==> config.mk <==
export PLATFORM = sky130hd
export DESIGN_NAME = binary_posit_enc
export DESIGN_NICKNAME = d
export VERILOG_FILES = /design/src/rtl/posit_pkg.sv /design/src/rtl/posit_rne_round.sv /design/src/rtl/binary_posit_enc.sv
export SDC_FILE = /design/constraint.sdc
export NUM_CORES = 1
export LEC_CHECK = 0
export ABC_AREA = 1
export CORE_ASPECT_RATIO = 0.5
export CORE_MARGIN = 2
export CORE_UTILIZATION = 52
export CTS_CLUSTER_SIZE = 20
export DETAILED_ROUTE_END_ITERATION = 10
export PLACE_DENSITY = 0.79
export SKIP_CTS_REPAIR_TIMING = 1
export SKIP_LAST_GASP = 1
export SLEW_MARGIN = 20
export SYNTH_ARGS = -nofsm -noshare
export SYNTH_HDL_FRONTEND = slang
export SYNTH_SLANG_ARGS = --single-unit
==> constraint.sdc <==
create_clock -name clk -period 1.95 [get_ports clk]
set_input_delay 0.195 -clock clk [delete_from_list [all_inputs] [get_ports clk]]
set_output_delay 0.195 -clock clk [all_outputs]
set_load 0.01 [all_outputs]
==> src/rtl/posit_pkg.sv <==
// posit_pkg: shared field widths and FSM state codes for the posit8 encoder.
// Build option: POSIT_ENC_RNE_EN selects round-to-nearest-even; otherwise truncate.
package posit_pkg;

  // Posit8 field layout {sign, regime, exp, frac}.
  localparam int P_REG_W  = 2;
  localparam int P_EXP_W  = 1;
  localparam int P_FRAC_W = 4;

  // Largest pre-round scale for a 5-bit integer part.
  localparam int K_MAX = 4;

  // The scale k packs directly into {regime, exp}.
  // A rounding carry can push k one past K_MAX.
  localparam int K_W = P_REG_W + P_EXP_W;

  // Encoder FSM states.
  localparam logic [1:0] ST_IDLE  = 2'd0;
  localparam logic [1:0] ST_NORM  = 2'd1;
  localparam logic [1:0] ST_ROUND = 2'd2;
  localparam logic [1:0] ST_DONE  = 2'd3;

endpackage

==> src/rtl/posit_rne_round.sv <==
// posit_rne_round: combinational rounding of a normalised fraction.
// Build option: POSIT_ENC_RNE_EN enables round-to-nearest-even.
// Without it the fraction is truncated and no carry into k can occur.
// Both builds report inexact whenever guard or sticky bits are set.
module posit_rne_round #(
  parameter int P_FRAC_W = 4,
  parameter int K_W      = 3
) (
  input  logic [P_FRAC_W-1:0] frac_in,
  input  logic                guard_in,
  input  logic                sticky_in,
  input  logic [K_W-1:0]      k_in,
  output logic [P_FRAC_W-1:0] frac_out,
  output logic [K_W-1:0]      k_out,
  output logic                inexact
);

  assign inexact = guard_in | sticky_in;

`ifdef POSIT_ENC_RNE_EN
  logic                round_up;
  logic [P_FRAC_W:0]   frac_sum;

  // Round half to even.
  // A carry out of the fraction wraps it to zero and bumps the scale.
  always_comb begin
    round_up = guard_in & (sticky_in | frac_in[0]);
    frac_sum = {1'b0, frac_in} + {{P_FRAC_W{1'b0}}, round_up};
    frac_out = frac_sum[P_FRAC_W-1:0];
    k_out    = frac_sum[P_FRAC_W] ? (k_in + K_W'(1)) : k_in;
  end
`else
  assign frac_out = frac_in;
  assign k_out    = k_in;
`endif

endmodule

==> src/rtl/binary_posit_enc.sv <==
// binary_posit_enc: sign-magnitude fixed point (1.5.10) to posit8 encoder.
// It uses a multi-cycle normalise/round FSM with valid/ready on both sides.
// Build option: POSIT_ENC_RNE_EN (round-to-nearest-even), otherwise truncate.
module binary_posit_enc #(
  parameter int IN_INT_W  = posit_pkg::K_MAX + 1,
  parameter int IN_FRAC_W = 10,
  parameter int P_FRAC_W  = posit_pkg::P_FRAC_W
) (
  input  logic                                clk,
  input  logic                                rst_n,
  input  logic                                in_valid,
  output logic                                in_ready,
  input  logic [IN_INT_W+IN_FRAC_W:0]         in_bin,
  output logic                                out_valid,
  input  logic                                out_ready,
  output logic [posit_pkg::K_W+P_FRAC_W:0]    out_posit,
  output logic                                out_zero,
  output logic                                out_uflow,
  output logic                                out_inexact
);

  import posit_pkg::*;

  localparam int MAG_W = IN_INT_W + IN_FRAC_W;
  localparam int STK_W = MAG_W - 2 - P_FRAC_W;
  localparam logic [K_W-1:0] K_INIT = K_W'(IN_INT_W - 1);

  logic [1:0]              state_q,   state_d;
  logic                    sign_q,    sign_d;
  logic [MAG_W-1:0]        sh_q,      sh_d;
  logic [K_W-1:0]          k_q,       k_d;
  logic [K_W+P_FRAC_W:0]   posit_q,   posit_d;
  logic                    zero_q,    zero_d;
  logic                    uflow_q,   uflow_d;
  logic                    inexact_q, inexact_d;

  logic [MAG_W-1:0]        in_mag;
  logic [IN_INT_W-1:0]     in_int;
  logic [P_FRAC_W-1:0]     rnd_frac;
  logic [K_W-1:0]          rnd_k;
  logic                    rnd_inexact;

  assign in_mag = in_bin[MAG_W-1:0];
  assign in_int = in_bin[MAG_W-1:IN_FRAC_W];

  // Once normalised, the leading one sits in sh_q's MSB.
  // The bits below it are the fraction, then guard, then sticky.
  posit_rne_round #(
    .P_FRAC_W (P_FRAC_W),
    .K_W      (K_W)
  ) u_round (
    .frac_in   (sh_q[MAG_W-2 -: P_FRAC_W]),
    .guard_in  (sh_q[STK_W]),
    .sticky_in (|sh_q[STK_W-1:0]),
    .k_in      (k_q),
    .frac_out  (rnd_frac),
    .k_out     (rnd_k),
    .inexact   (rnd_inexact)
  );

  // Next-state logic: accept, shift toward the MSB, round, then hold until taken.
  always_comb begin
    state_d   = state_q;
    sign_d    = sign_q;
    sh_d      = sh_q;
    k_d       = k_q;
    posit_d   = posit_q;
    zero_d    = zero_q;
    uflow_d   = uflow_q;
    inexact_d = inexact_q;

    case (state_q)
      ST_IDLE: begin
        if (in_valid) begin
          sign_d    = in_bin[MAG_W];
          sh_d      = in_mag;
          k_d       = K_INIT;
          zero_d    = 1'b0;
          uflow_d   = 1'b0;
          inexact_d = 1'b0;
          if (in_mag == '0) begin
            posit_d = {in_bin[MAG_W], {(K_W+P_FRAC_W){1'b0}}};
            zero_d  = 1'b1;
            state_d = ST_DONE;
          end else if (in_int == '0) begin
            posit_d = {in_bin[MAG_W], {(K_W+P_FRAC_W){1'b0}}};
            uflow_d = 1'b1;
            state_d = ST_DONE;
          end else begin
            state_d = ST_NORM;
          end
        end
      end
      ST_NORM: begin
        if (sh_q[MAG_W-1] || (k_q == '0)) begin
          state_d = ST_ROUND;
        end else begin
          sh_d = {sh_q[MAG_W-2:0], 1'b0};
          k_d  = k_q - K_W'(1);
        end
      end
      ST_ROUND: begin
        posit_d   = {sign_q, rnd_k, rnd_frac};
        inexact_d = rnd_inexact;
        state_d   = ST_DONE;
      end
      default: begin
        if (out_ready) begin
          state_d = ST_IDLE;
        end
      end
    endcase
  end

  // State and result registers; any reset drops an in-flight word.
  always_ff @(posedge clk or negedge rst_n) begin
    if (!rst_n) begin
      state_q   <= ST_IDLE;
      sign_q    <= 1'b0;
      sh_q      <= '0;
      k_q       <= '0;
      posit_q   <= '0;
      zero_q    <= 1'b0;
      uflow_q   <= 1'b0;
      inexact_q <= 1'b0;
    end else begin
      state_q   <= state_d;
      sign_q    <= sign_d;
      sh_q      <= sh_d;
      k_q       <= k_d;
      posit_q   <= posit_d;
      zero_q    <= zero_d;
      uflow_q   <= uflow_d;
      inexact_q <= inexact_d;
    end
  end

  assign in_ready    = (state_q == ST_IDLE);
  assign out_valid   = (state_q == ST_DONE);
  assign out_posit   = posit_q;
  assign out_zero    = zero_q;
  assign out_uflow   = uflow_q;
  assign out_inexact = inexact_q;

endmodule

After elaboration in Yosys (flattened, before gate mapping)
Index checks and enable logic that the tools add are counted.
Widths: inputs -> output; s select.
- bits of input ports: 20
- register bits: 32
- output and inout port bits: 13
- logic and storage cells: 52
- reduce and logical (&&, ||, !) cells: 14
- $add $sub $neg: 1
- bitwise gates (word level): 1
- multiplexer cells: 21
- eq/ne operators: 7
- operators with widths (kind ; number):
    $mux 15 ; 2
    $pmux 15 s2 ; 1
    $mux 8 ; 3
    $pmux 8 s2 ; 1
    $logic_not 15->1 ; 1
    $mux 2 ; 5
    $reduce_and 3->1 ; 3
    $reduce_or 9->1 ; 1
    $mux 3 ; 2
    $ne 2x2->1 const B ; 3
    $pmux 2 s3 ; 1
    $pmux 3 s2 ; 1
    $logic_not 5->1 ; 1
    $eq 2x2->1 const B ; 2
    $mux 1 ; 4
    $reduce_and 2->1 ; 2
    $reduce_bool 2->1 ; 2
    $reduce_bool 4->1 ; 1
    $logic_not 3->1 ; 1
    $ne 3x1->1 const B ; 1
    $sub 3x1->3 const B ; 1
    $eq 2x1->1 const B ; 1
    $logic_not 2->1 ; 1
    $pmux 1 s2 ; 1
    2 further kinds ; 2

Depth between registers and ports, before layout
- depth after elaboration: 5
- mapped depth: 10
- mapped depth without buffers: 9

Cells and area by module
Synthesis repeated with hierarchy kept, for this count alone.
- cells, all modules: 239
- area, all modules: 1898.1 µm²
- by module, submodules not included (module ; times used ; area an instance (µm²) ; cells each ; seq. area each (µm²)):
    binary_posit_enc ; 1 ; 1834.3 ; 229 ; 800.8
    posit_rne_round ; 1 ; 63.8 ; 10 ; 0.0

Least setup slack after synthesis
OpenSTA, ideal clock, no wires.
- path kind: register to register
- start point: register k_q[0]
- end point: register sh_q[9]
- buffers on the path: 1
- arrival: 1.403 ns
- library setup time: 0.123 ns
- required time: 1.827 ns
- period minus slack after synthesis: 1.527 ns
- cell stages (with the launch flop): 11
- path slack: 0.423 ns
- cell sequence: dfrtp_1 inv_1 ha_1 ha_1 nor2_1 nand2_4 nand2_8 nand2_8 buf_8 nand2_2 o21ai_2
- longest elaborated chain between the ends: 4
- RTL lines (item ; RTL line ; source):
    start, declared ; binary_posit_enc.sv:31 ; logic [K_W-1:0] k_q, k_d;
    start signal, assigned ; binary_posit_enc.sv:130 ; k_q <= k_d;
    $logic_not 3->1 ; binary_posit_enc.sv:95 ; if (sh_q[MAG_W-1] || (k_q == '0)) begin
    $logic_or 1x1->1 ; binary_posit_enc.sv:95 ;
    $ne 2x2->1 (no source line) ; n/a ;
    $reduce_and 3->1 (no source line) ; n/a ;
    end signal, assigned ; binary_posit_enc.sv:120 ; sh_q <= '0;
    end signal, assigned ; binary_posit_enc.sv:129 ; sh_q <= sh_d;
    end, declared ; binary_posit_enc.sv:30 ; logic [MAG_W-1:0] sh_q, sh_d;
No other way between the ends.
A chain may end at the register's enable or synchronous reset.

Final worst setup path
- start point: register state_q[0]
- end point: output port in_ready
- longest elaborated chain between the ends: 1
- RTL lines (item ; RTL line ; source):
    start, declared ; binary_posit_enc.sv:28 ; logic [1:0] state_q, state_d;
    start signal, assigned ; binary_posit_enc.sv:127 ; state_q <= state_d;
    $logic_not 2->1 ; binary_posit_enc.sv:138 ; assign in_ready = (state_q == ST_IDLE);
    end, declared ; binary_posit_enc.sv:12 ; output logic in_ready,
No other way between the ends.

==> flow_summary.yaml <==
outcome:
  status: "finished, final reports clean"
setup_path:
  timing_worst_setup_path_type: "flip-flop to output port"
  cp_data_required_time_ns: 1.75
  critical_path.startpoint_type: "flip-flop"
  cp_data_arrival_time_ns: 1.57
  timing.rr.end: "sh_q[5]$_DFFE_PN0P_"
  cp-end-kind: "output port"
  reg2regPathDepth: 8
  crit_fanout: 4
  r2r_setup_slack_ns: 0.27
  reg2reg_from: "state_q[1]$_DFFE_PN0P_"
placement:
  port_buffers: 32
  pre_cts_slack_ns: 0.285
  placed_cells: 304
  detailedPlacementHpwl_mm: 2.69
  routabilityCongestion: 0.841
  place_area_um2: 2180
final_layout:
  multiInputGateArea_um2: 890
  area.sequential_um2: 801
  final_layout_size_suffix_gt1_share_pct: 13.1
  layout.core_utilization_pct: 66.2
  layout_commonest_cell: "sky130_fd_sc_hd__nand2_1"
  fin_area_um2: 2260
  fillerInstances: 304
  area_growth_syn_to_layout_pct: 23.2
  final-instance-count-excl-fill: 311
  number_of_inserted_diodes: 0
  net_count_final: 286
  commonest_cells_after_routing_fill_and_taps_aside: "sky130_fd_sc_hd__nand2_1, sky130_fd_sc_hd__clkdlybuf4s50_1, sky130_fd_sc_hd__dfrtp_1, sky130_fd_sc_hd__nand3_1, sky130_fd_sc_hd__inv_1"
floorplanning:
  fp.dieH_um: 46.0
  core_region_area_um2: 3420
  initial_utilization_pct: 53.7
  ios: 33
  die_area_um2: 4050
  die_boundary_width_um: 88.0
  row_cnt: 15
sta:
  drv_slew: 0
  setup-violations-final: 0
  fin_hold_ws_ns: 0.305
  hold_violations: 0
  relSlewSlack_pct: 71.2
  share_of_the_clock_period_used_by_the_worst_path_after_layout_pct: 90.6
  max_freq_mhz: 566
  final_worst_setup_slack_ns: 0.183
  worst-slew-pin-transition_ns: 0.431
  finalWorstPathRequiredPeriod_ns: 1.77
  fin_setup_tns_ns: 0
  rsz0062_at_grt: "false"
  clock_skew_ns: 0.00371
yosys:
  largest_cells_by_area_after_synthesis: "sky130_fd_sc_hd__dfrtp_1, sky130_fd_sc_hd__nand2_1, sky130_fd_sc_hd__nand3_1"
  synth_fp_nets: 250
  synthCells: 224
  synth_warnings: 0
  synth_seq_area_share_pct: 43.6
  post-synth-top-area-cell: "sky130_fd_sc_hd__dfrtp_1"
  synth.cell_area_um2: 1840
  avgSynthCellArea_um2: 8.19
  synth_seq_cells: 32
  post_synth_num_cell_types: 20
  synth_largest_type_area_fraction_pct: 43.6
global_routing:
  number_of_global_route_vias_before_repair: 1268
  groute.layer.met2.usage_pct: 29.5
  grt_pass1_wl_mm: 5.69
  grt.overflow.total: 0
  gr-usage-met3_pct: 4.35
  globalRoute.busiestLayer: "met2"
  gr-usage-met1_pct: 26.8
  grt_max_degree: 33
  grt_use_total_pct: 18.9
  grt_antenna_before_repair: 0
pwr:
  worst_ir_drop_vdd_uv: 682
  fin_total_pwr_mw: 3.74
  power_per_cell_area_nw_per_um2: 1660
  leakagePower_nw: 1.13
run:
  maxCapViolations: 0
detailed_routing:
  drt_pre_antenna_iters: 4
  drc_errors: 0
  drt-vias-per-instance: 4.76
  post_drt_wl_per_cell_um: 11.4
  detailroute.via_count: 1481
  drt-total-wl_mm: 3.54
  antenna_left: 0
  detail_route.iter0.violations: 88
cts:
  clk_root_buffer_cell: "sky130_fd_sc_hd__clkbuf_8"
  htree_depth: 2
  cts-root-to-sink-buffers: 2
  clk_transition_reported_paths_ns: 0.06
  cts_tree: "yes"
  cts_inserted_buffers: 5
  clock_sinks: 32
  worst_skew_pair.late_latency_ns: 0.28
min_path:
  worst_hold_path_type: "primary input to asynchronous set/reset pin"
[worst max-delay path, stage by stage (launching register included)]
cell                              delay, ns
sky130_fd_sc_hd__dfrtp_1               0.42
sky130_fd_sc_hd__inv_1                 0.10
sky130_fd_sc_hd__ha_1                  0.22
sky130_fd_sc_hd__clkdlybuf4s50_1       0.55
[synth_stat cells]
cell,instances
sky130_fd_sc_hd__nand2_2,5
sky130_fd_sc_hd__nand3b_1,2
sky130_fd_sc_hd__inv_1,19
sky130_fd_sc_hd__nor2_1,15
sky130_fd_sc_hd__o21ai_0,13
sky130_fd_sc_hd__inv_8,1
sky130_fd_sc_hd__o21ai_2,10
sky130_fd_sc_hd__buf_2,2
sky130_fd_sc_hd__nand2_1,82
sky130_fd_sc_hd__ha_1,6
sky130_fd_sc_hd__dfrtp_1,32
sky130_fd_sc_hd__nand2_4,2
sky130_fd_sc_hd__o21a_1,2
sky130_fd_sc_hd__nand3_1,21
sky130_fd_sc_hd__inv_2,1
sky130_fd_sc_hd__buf_6,3
sky130_fd_sc_hd__buf_8,1
sky130_fd_sc_hd__nand2_8,4
sky130_fd_sc_hd__nand4_1,1
sky130_fd_sc_hd__nor2_4,2
[cells by family (layout without fill, tap and decap cells)]
family / after synthesis / count (layout) / synth area share, %
DFF: 32 / 32 / 43.6
and+or+nand+nor: 134 / 134 / 35.2
adders and majority gates: 6 / 6 / 4.09
AOI/OAI and AO/OA: 25 / 25 / 9.13
buffers and inverters: 27 / 63 / 7.91
[worst max-delay path by stage]
stage / startpoint / to
final: state_q[0]$_DFFE_PN0P_ / in_ready
after global routing: state_q[0]$_DFFE_PN0P_ / in_ready
after CTS: state_q[0]$_DFFE_PN0P_ / in_ready
after detailed placement: state_q[1]$_DFFE_PN0P_ / k_q[0]$_DFFE_PN0P_
after global placement: state_q[1]$_DFFE_PN0P_ / sh_q[1]$_DFFE_PN0P_
after floorplan: k_q[0]$_DFFE_PN0P_ / sh_q[9]$_DFFE_PN0P_
[registers in the layout (all words and copies together), names as in the netlist]
| name | count |
|---|---|
| out_uflow | 1 |
| out_inexact | 1 |
| sh_q | 15 |
| sign_q | 1 |
| out_zero | 1 |
| out_posit | 8 |
| k_q | 3 |
| state_q | 2 |
[where the power goes]
part	internal, mW	switching, mW	total [mW]
combinational	0.829	1.25	2.07
sequential	0.978	0.220	1.20
clock	0.242	0.228	0.470
total	2.05	1.69	3.74
[metal layers]
layer | share of wire, % | vias to the layer above
met5 | 0 | -
met4 | 0.54 | 0
met3 | 4.5 | 4
met2 | 44 | 32
met1 | 51 | 668
li1 | - | 777
[layout make-up]
class / instances / share of cell area (%)
inverters: 21 / 3.82
clock inverters: 1 / 0.221
multi-input cells: 165 / 39.3
repair buffers: 35 / 15.2
clock buffers: 6 / 3.21
well taps: 51 / 2.82
flip-flops and latches: 32 / 35.4
Power figures use the tool's default switching activity.
